<file path="src/rtl/filter_pkg.sv">
// Shared types and default widths for the filter accumulate/round/saturate slice.
package filter_pkg;

  typedef enum logic [1:0] {
    IDLE  = 2'd0,
    ACCUM = 2'd1,
    HOLD  = 2'd2
  } state_t;

  localparam int unsigned DEF_PROD_WIDTH = 33;
  localparam int unsigned DEF_ACC_WIDTH  = 40;
  localparam int unsigned DEF_FRAC_BITS  = 17;
  localparam int unsigned DEF_OUT_WIDTH  = 16;

endpackage

</file>
<file path="src/rtl/filter_round_sat.sv">
// Combinational round-half-up, drop FRAC_BITS, clamp to a signed OUT_WIDTH range.
module filter_round_sat
  import filter_pkg::*;
#(
  parameter int unsigned ACC_WIDTH = DEF_ACC_WIDTH,
  parameter int unsigned FRAC_BITS = DEF_FRAC_BITS,
  parameter int unsigned OUT_WIDTH = DEF_OUT_WIDTH
) (
  input  logic signed [ACC_WIDTH-1:0] acc_in,
  output logic        [OUT_WIDTH-1:0] sat_data,
  output logic                        clamp
);

  // One guard bit so adding the rounding half can never wrap.
  localparam logic signed [ACC_WIDTH:0] HALF =
    {{(ACC_WIDTH+1-FRAC_BITS){1'b0}}, 1'b1, {(FRAC_BITS-1){1'b0}}};
  localparam logic signed [ACC_WIDTH:0] MAX_V =
    {{(ACC_WIDTH+2-OUT_WIDTH){1'b0}}, {(OUT_WIDTH-1){1'b1}}};
  localparam logic signed [ACC_WIDTH:0] MIN_V =
    {{(ACC_WIDTH+2-OUT_WIDTH){1'b1}}, {(OUT_WIDTH-1){1'b0}}};

  logic signed [ACC_WIDTH:0] rounded;
  logic signed [ACC_WIDTH:0] shifted;

  always_comb begin
    rounded = {acc_in[ACC_WIDTH-1], acc_in} + HALF;
    shifted = rounded >>> FRAC_BITS;
    if (shifted > MAX_V) begin
      sat_data = {1'b0, {(OUT_WIDTH-1){1'b1}}};
      clamp    = 1'b1;
    end else if (shifted < MIN_V) begin
      sat_data = {1'b1, {(OUT_WIDTH-1){1'b0}}};
      clamp    = 1'b1;
    end else begin
      sat_data = shifted[OUT_WIDTH-1:0];
      clamp    = 1'b0;
    end
  end

endmodule

</file>
<file path="src/rtl/filter_acc_sat.sv">
// FIR tail: accumulate tap products, emit one rounded/saturated sample per prod_last.
// Optional FILTER_ACC_SAT_STATUS_EN adds a saturating count of clamped samples (sat_count).
module filter_acc_sat
  import filter_pkg::*;
#(
  parameter int unsigned PROD_WIDTH = DEF_PROD_WIDTH,
  parameter int unsigned ACC_WIDTH  = DEF_ACC_WIDTH,
  parameter int unsigned FRAC_BITS  = DEF_FRAC_BITS,
  parameter int unsigned OUT_WIDTH  = DEF_OUT_WIDTH
) (
  input  logic                  ap_clk,
  input  logic                  ap_rst_n,
  input  logic [PROD_WIDTH-1:0] prod_data,
  input  logic                  prod_valid,
  input  logic                  prod_last,
  output logic                  prod_ready,
  output logic [OUT_WIDTH-1:0]  out_data,
  output logic                  out_valid,
  input  logic                  out_ready
`ifdef FILTER_ACC_SAT_STATUS_EN
 ,output logic [15:0]           sat_count
`endif
);

  state_t                      state, state_next;
  logic signed [ACC_WIDTH-1:0] acc, acc_next, prod_ext;
  logic [OUT_WIDTH-1:0]        sat_data;
  logic                        beat;

  assign prod_ext   = ACC_WIDTH'($signed(prod_data));
  assign prod_ready = (state != HOLD);
  assign beat       = prod_valid && prod_ready;

  always_comb begin
    state_next = state;
    acc_next   = acc;
    case (state)
      IDLE: if (beat) begin
        acc_next   = prod_ext;
        state_next = prod_last ? HOLD : ACCUM;
      end
      ACCUM: if (beat) begin
        acc_next   = acc + prod_ext;
        state_next = prod_last ? HOLD : ACCUM;
      end
      HOLD: if (out_ready) state_next = IDLE;
      default: state_next = IDLE;
    endcase
  end

  always_ff @(posedge ap_clk or negedge ap_rst_n) begin
    if (!ap_rst_n) begin
      state <= IDLE;
      acc   <= '0;
    end else begin
      state <= state_next;
      acc   <= acc_next;
    end
  end

  // Rounding works on acc_next so the sample is registered on the last beat itself.
`ifdef FILTER_ACC_SAT_STATUS_EN
  logic clamp;

  filter_round_sat #(
    .ACC_WIDTH (ACC_WIDTH),
    .FRAC_BITS (FRAC_BITS),
    .OUT_WIDTH (OUT_WIDTH)
  ) u_round_sat (
    .acc_in   (acc_next),
    .sat_data (sat_data),
    .clamp    (clamp)
  );

  always_ff @(posedge ap_clk or negedge ap_rst_n) begin
    if (!ap_rst_n) begin
      sat_count <= '0;
    end else if (beat && prod_last && clamp && (sat_count != '1)) begin
      sat_count <= sat_count + 16'd1;
    end
  end
`else
  filter_round_sat #(
    .ACC_WIDTH (ACC_WIDTH),
    .FRAC_BITS (FRAC_BITS),
    .OUT_WIDTH (OUT_WIDTH)
  ) u_round_sat (
    .acc_in   (acc_next),
    .sat_data (sat_data),
    .clamp    ()
  );
`endif

  always_ff @(posedge ap_clk or negedge ap_rst_n) begin
    if (!ap_rst_n) begin
      out_data  <= '0;
      out_valid <= 1'b0;
    end else if (beat && prod_last) begin
      out_data  <= sat_data;
      out_valid <= 1'b1;
    end else if ((state == HOLD) && out_ready) begin
      out_valid <= 1'b0;
    end
  end

endmodule

</file>
<file path="config.mk">
export PLATFORM = sky130hd
export DESIGN_NAME = filter_acc_sat
export DESIGN_NICKNAME = d
export VERILOG_FILES = /design/src/rtl/filter_pkg.sv /design/src/rtl/filter_round_sat.sv /design/src/rtl/filter_acc_sat.sv
export SDC_FILE = /design/constraint.sdc
export NUM_CORES = 1
export LEC_CHECK = 0
export ABC_AREA = 0
export CAP_MARGIN = 0
export CORE_MARGIN = 1.5
export CORE_UTILIZATION = 33
export CTS_CLUSTER_SIZE = 16
export DETAILED_ROUTE_END_ITERATION = 6
export MAX_ROUTING_LAYER = met4
export SYNTH_ARGS = -nofsm -noshare
export SYNTH_HDL_FRONTEND = slang
export SYNTH_SLANG_ARGS = --single-unit
</file>
<file path="constraint.sdc">
create_clock -name ap_clk -period 6.5 [get_ports ap_clk]
set_input_delay 0.975 -clock ap_clk [delete_from_list [all_inputs] [get_ports ap_clk]]
set_output_delay 0.975 -clock ap_clk [all_outputs]
set_load 0.05 [all_outputs]
</file>
After elaboration in Yosys (flattened, before gate mapping)
Cells that the tools add are included.
{"block": "classes", "addsub": 2, "magnitude_cmp": 2, "n_eq_ne": 5, "n_mux": 11, "reduce_logical": 7}
{"cell": "$mux 40", "n": 2}
{"cell": "$pmux 40 s2", "n": 1}
{"cell": "$add 40x18->41 const B", "n": 1}
{"cell": "$add 40x33->40", "n": 1}
{"cell": "$mux 16", "n": 2}
{"cell": "$gt 24x16->1 const B", "n": 1}
{"cell": "$lt 24x16->1 const B", "n": 1}
{"cell": "$mux 2", "n": 3}
{"cell": "$ne 2x2->1 const B", "n": 2}
{"cell": "$pmux 2 s2", "n": 1}
{"cell": "$logic_and 1x1->1", "n": 3}
{"cell": "$eq 2x1->1 const B", "n": 1}
{"cell": "$eq 2x2->1 const B", "n": 1}
{"cell": "$logic_not 2->1", "n": 1}
{"cell": "$mux 1", "n": 2}
{"cell": "$ne 2x1->1 const B", "n": 1}
{"cell": "$reduce_and 2->1", "n": 1}
{"cell": "$reduce_bool 2->1", "n": 1}
{"cell": "$reduce_or 2->1", "n": 1}
{"block": "word_totals", "regBits": 59, "inputBits": 38, "out_inout_bits": 18, "wordCells": 31}

Depth between registers and ports, before layout
{"block": "logic_depth", "ltp_word": 8, "ltp_mapped": 18, "ltp_nobuf": 17}

Modules after synthesis
A second synthesis with hierarchy kept.
{"block": "hier_totals", "cells_unflattened": 645, "hier_area_um2": 5476.5}
{"module": "filter_acc_sat", "n_inst": 1, "cells_per_inst": 532, "area_each_um2": 4683.2, "seq_area_each_um2": 1476.4}
{"module": "filter_round_sat", "n_inst": 1, "cells_per_inst": 113, "area_each_um2": 793.3, "seq_area_each_um2": 0.0}

Worst setup path before layout
OpenSTA, ideal clock, no wires.
{"block": "synth_path", "path_type": "input port to flip-flop", "from": "input port prod_data[0]", "to": "register out_data[1]", "setup_ns": 0.146, "arrival_time_ns": 4.690, "path_slack_ns": 1.663, "cell_stages": 18, "path_buffers": 1, "cell_sequence": "ha_1 inv_1 fa_1 and2b_1 o2111ai_2 a21oi_2 or2_4 o311ai_2 ha_1 o211ai_1 nor3_2 nand3_1 nor4_4 nand4_1 a2111oi_2 a2bb2oi_2 buf_6 o22ai_2"}
{"block": "synth_via", "elab_chain_cells": 7, "word_cells_on_any_way": 9, "classes_between": "2 x add/sub; 2 x order compare; 5 x mux"}
{"item": "start: declaration", "line_no": "filter_acc_sat.sv:13", "text": "input logic [PROD_WIDTH-1:0] prod_data,"}
{"item": "$add 40x33->40 (*)", "line_no": "filter_acc_sat.sv:43", "text": "acc_next = acc + prod_ext;"}
{"item": "$mux 40 (*)", "line_no": "filter_acc_sat.sv:42", "text": "ACCUM: if (beat) begin"}
{"item": "$pmux 40 s2 (*)", "line_no": "filter_acc_sat.sv:37", "text": "case (state)"}
{"item": "net acc_next[16]", "line_no": "filter_acc_sat.sv:26", "text": "logic signed [ACC_WIDTH-1:0] acc, acc_next, prod_ext;"}
{"item": "$add 40x18->41 (*)", "line_no": "filter_round_sat.sv:26", "text": "rounded = {acc_in[ACC_WIDTH-1], acc_in} + HALF;"}
{"item": "$lt 24x16->1", "line_no": "filter_round_sat.sv:31", "text": "end else if (shifted < MIN_V) begin"}
{"item": "$mux 16", "line_no": "filter_round_sat.sv:31"}
{"item": "$mux 16 (*)", "line_no": "filter_round_sat.sv:28", "text": "if (shifted > MAX_V) begin"}
{"item": "end signal: assignment", "line_no": "filter_acc_sat.sv:99", "text": "out_data <= sat_data;"}
{"item": "end: declaration", "line_no": "filter_acc_sat.sv:17", "text": "output logic [OUT_WIDTH-1:0] out_data,"}
Mark *: on every way through the listed nets, which the timed path passes. The rest lies on a longest branch.
A chain may end at the register's enable or synchronous reset.

Worst setup path after layout
{"block": "layout_path", "from": "input port prod_data[0]", "to": "register out_data[5]"}
Same word-level chain as after synthesis.

==> results.md <==
- TritonCTS Sinks: 59
- Yosys cell types: between 90 and 100
- Post-Route Setup TNS: 0 ps
- Max incr delay on CP: about 430 ps
- Critical path's top delay family: compound AO/OA/AOI/OAI gates
- Worst Tran Pin Value: about 870 ps
- Setup WS post-layout: ~1100 ps
- Synth area leaders: dfrtp_1 23%, ha_1 7.9%, a21oi_1 5.6%
- Hold WC Path Type: reg -> reg
- Slew Limit Headroom: between 40% and 50%
- GRT overflow: 0
- Hpwl dp: 15.1 mm
- Synth Cell Area: ~6300 sq um
- Worst Path Max Fanout: 15
- CP startpoint kind: input port
- # Max-Cap Violations: 0
- Post-route ant nets: 0
- Worst vdd rail ir drop: around 0.22 mV
- Unrepaired setup endpoints after global routing: no
- Cell mode on critical path: ha_1
- Largest area contributor in the netlist: dfrtp_1
- Post-synth top area share: between 20% and 30%
- First-pass GRT wire length: 32.6 mm
- Final #Nets: 917
- Initial Util: between 30% and 40%
- Post-route design area: about 7400 sq um
- Max Clk Rate: around 0.19 GHz
- Synth warn: 0
- I/O pin cnt: 56
- Power per cell area: approximately 440 nW/um^2
- Final setup vio count: 0
- Routed WL per cell: roughly 19 um
- Initial antenna violation count: 0
- # resized after CTS: 0
- Die area: 20,100 sq um
- Non-Filler Instances: about 1.1k
- Drt via density: 5.82
- Tcrit/Tclk final: 83.0%
- CTS tree: done
- Gpl congestion: around 0.94
- Max Slew Vio Count: 0
- Fin. Hold Viols: 0
- Wirelength, routed: just over 20 mm
- Clock latency on the worst-skew pair: between 300 and 400 ps
- Largest net degree at the start of global routing: 60
- Slowest CP cell: clkdlybuf4s50_1
- Std-Cell Core Area: 18,800 sq um
- Critical Path AT: roughly 5600 ps
- DR vias: approximately 6.3k
- Initial DRC Count: slightly below 400
- First drt pass iteration count: 5
- Die H: 142 um
- Residual DRC: 0
- Clk buf depth: 2
- CP endpoint kind: flip-flop
- FFs w/ async S/R, synth: 100%
- Antenna Cells: 0
- Placement Rows: 50
- Minimum clock period: around 5400 ps
- Worst Path Required: 6710 ps
- Syn-to-layout area delta: 16.2%
- Cells after synthesis: 809
- Vias in the first global route: 6,036
- Gr usage total: 21.3%
- Status: finished clean
- CP bufs+invs: 3
- Worst-path cell chain: clkdlybuf4s50_1 -> ha_1 -> inv_1 -> fa_1 -> and2b_1 -> o2111ai_2 -> a21oi_2 -> or2_4 -> o311ai_2 -> ha_1 -> o211ai_1 -> nor3_2 -> nand3_1 -> nor4_4 -> nand4_1 -> a2111oi_2 -> a2bb2oi_2 -> buf_4 -> o22ai_1
- CTS H-tree lvls: 3
- Register bit count reported by yosys: 59
- Total CTS buffers: 9
- Clk slew on worst S/H paths: 50 ps
- WS Path Type: in -> reg
- Leak: just under 3 nW
- DP Area: roughly 7000 sq um
- CTS Hold Bufs: 0
- Skew final: 8.52 ps
- Tot Pwr: 3.22 mW
- Syn Nets: between 800 and 900
- Post-synthesis sequential area ratio: a little under a quarter
- Number of flops mapped to enable cells by yosys: 0
- Share of layout cells above drive strength 1: 10.1%
- Avg Cell Area, Syn: ~8 sq um
- Root buf cell: clkbuf_16
- Post-CTS Setup Bufs: 0
- Pre-CTS WS: around 760 ps
- Die W: ~140 um
- Post-Place Cells: roughly 1.1k
- # port buffers: 55
- Top_reg_cell synth: dfrtp_1
-- placed cells by master, fill, tap and decap left out, types with 10 or more instances in the layout --
cell,count
nand2_1,91
nor2_1,86
a21oi_1,71
o21ai_0,66
dfrtp_1,59
clkdlybuf4s50_1,54
ha_1,40
nand4_1,24
inv_1,20
nor3_1,20
xnor2_1,20
mux2i_1,19
xor2_1,16
o21ai_1,14
a21o_1,14
o21a_1,12
and3_1,10
nand3_1,10
and2_1,10
o22ai_2,10
-- power breakdown --
part	internal (mW)	switching [mW]	total, mW	leakage [nW]
Sequential	0.496	0.0915	0.588	0.650
Combinational	0.750	1.31	2.06	2.10
Clock	0.384	0.189	0.573	0.169
-- metrics by stage --
stage,util [%],hold slack [ps]
final,39.3,481
after CTS,39.3,487
after floorplan,-,454
after detailed placement,37.4,474
after global routing,39.3,512
after global placement,37.4,471
-- per-layer routing --
layer | global-route usage (%) | vias up | wire, um
met5 | - | - | 0
met4 | 7.81 | 0 | 537
met3 | 2.33 | 33 | 899
met2 | 31.7 | 172 | 8910
met1 | 29.8 | 3010 | 9980
li1 | - | 3055 | -
-- state kept, by name, indices dropped and copies added, names as in the netlist --
register	cells
out_valid	1
state	2
out_data	16
acc	40
-- layout make-up --
cell class / count / area, sq um
fill: 1965 / 11400
tap: 234 / 293
clock inverter: 5 / 100
inverter: 21 / 78.8
clock buffer: 11 / 243
multi-input combinational: 683 / 4570
timing repair buffer: 64 / 613
sequential: 59 / 1480
-- cell usage after synthesis, drive strengths merged (16+ instances only) --
cell    instances
nor3           23
a21oi          76
o21ai          81
inv            21
o22ai          18
dfrtp          59
buf            23
xnor2          20
nor2           87
mux2i          19
nand4          27
ha             40
xor2           16
nand2          94
clkbuf         23
-- kinds of logic after synthesis --
| logic type | after synthesis | share of synthesized area (%) |
|---|---|---|
| adder cells (fa/ha/maj) | 41 | 8.21 |
| AND/OR/NAND/NOR | 305 | 24.2 |
| XOR/XNOR | 36 | 4.97 |
| AO/OA/AOI/OAI | 280 | 30.9 |
| buffers and inverters | 67 | 4.95 |
| flip-flops | 59 | 23.3 |
| multiplexers | 21 | 3.41 |
-- worst paths after layout --
path	start	endpoint	slack, ps	cells past startpoint
max	prod_data[0]	out_data[5]$_DFFE_PN0P_	1110	19
min	out_data[15]$_DFFE_PN0P_	out_data[15]$_DFFE_PN0P_	480	1
max reg2reg	acc[0]$_DFFE_PN0P_	out_data[5]$_DFFE_PN0P_	1830	18
min reg2reg	out_data[15]$_DFFE_PN0P_	out_data[15]$_DFFE_PN0P_	480	1
max in group asynchronous	ap_rst_n	acc[22]$_DFF_PN0_	5130	2
min in group asynchronous	ap_rst_n	acc[7]$_DFFE_PN0P_	820	2
Power figures use the tool's default switching activity.
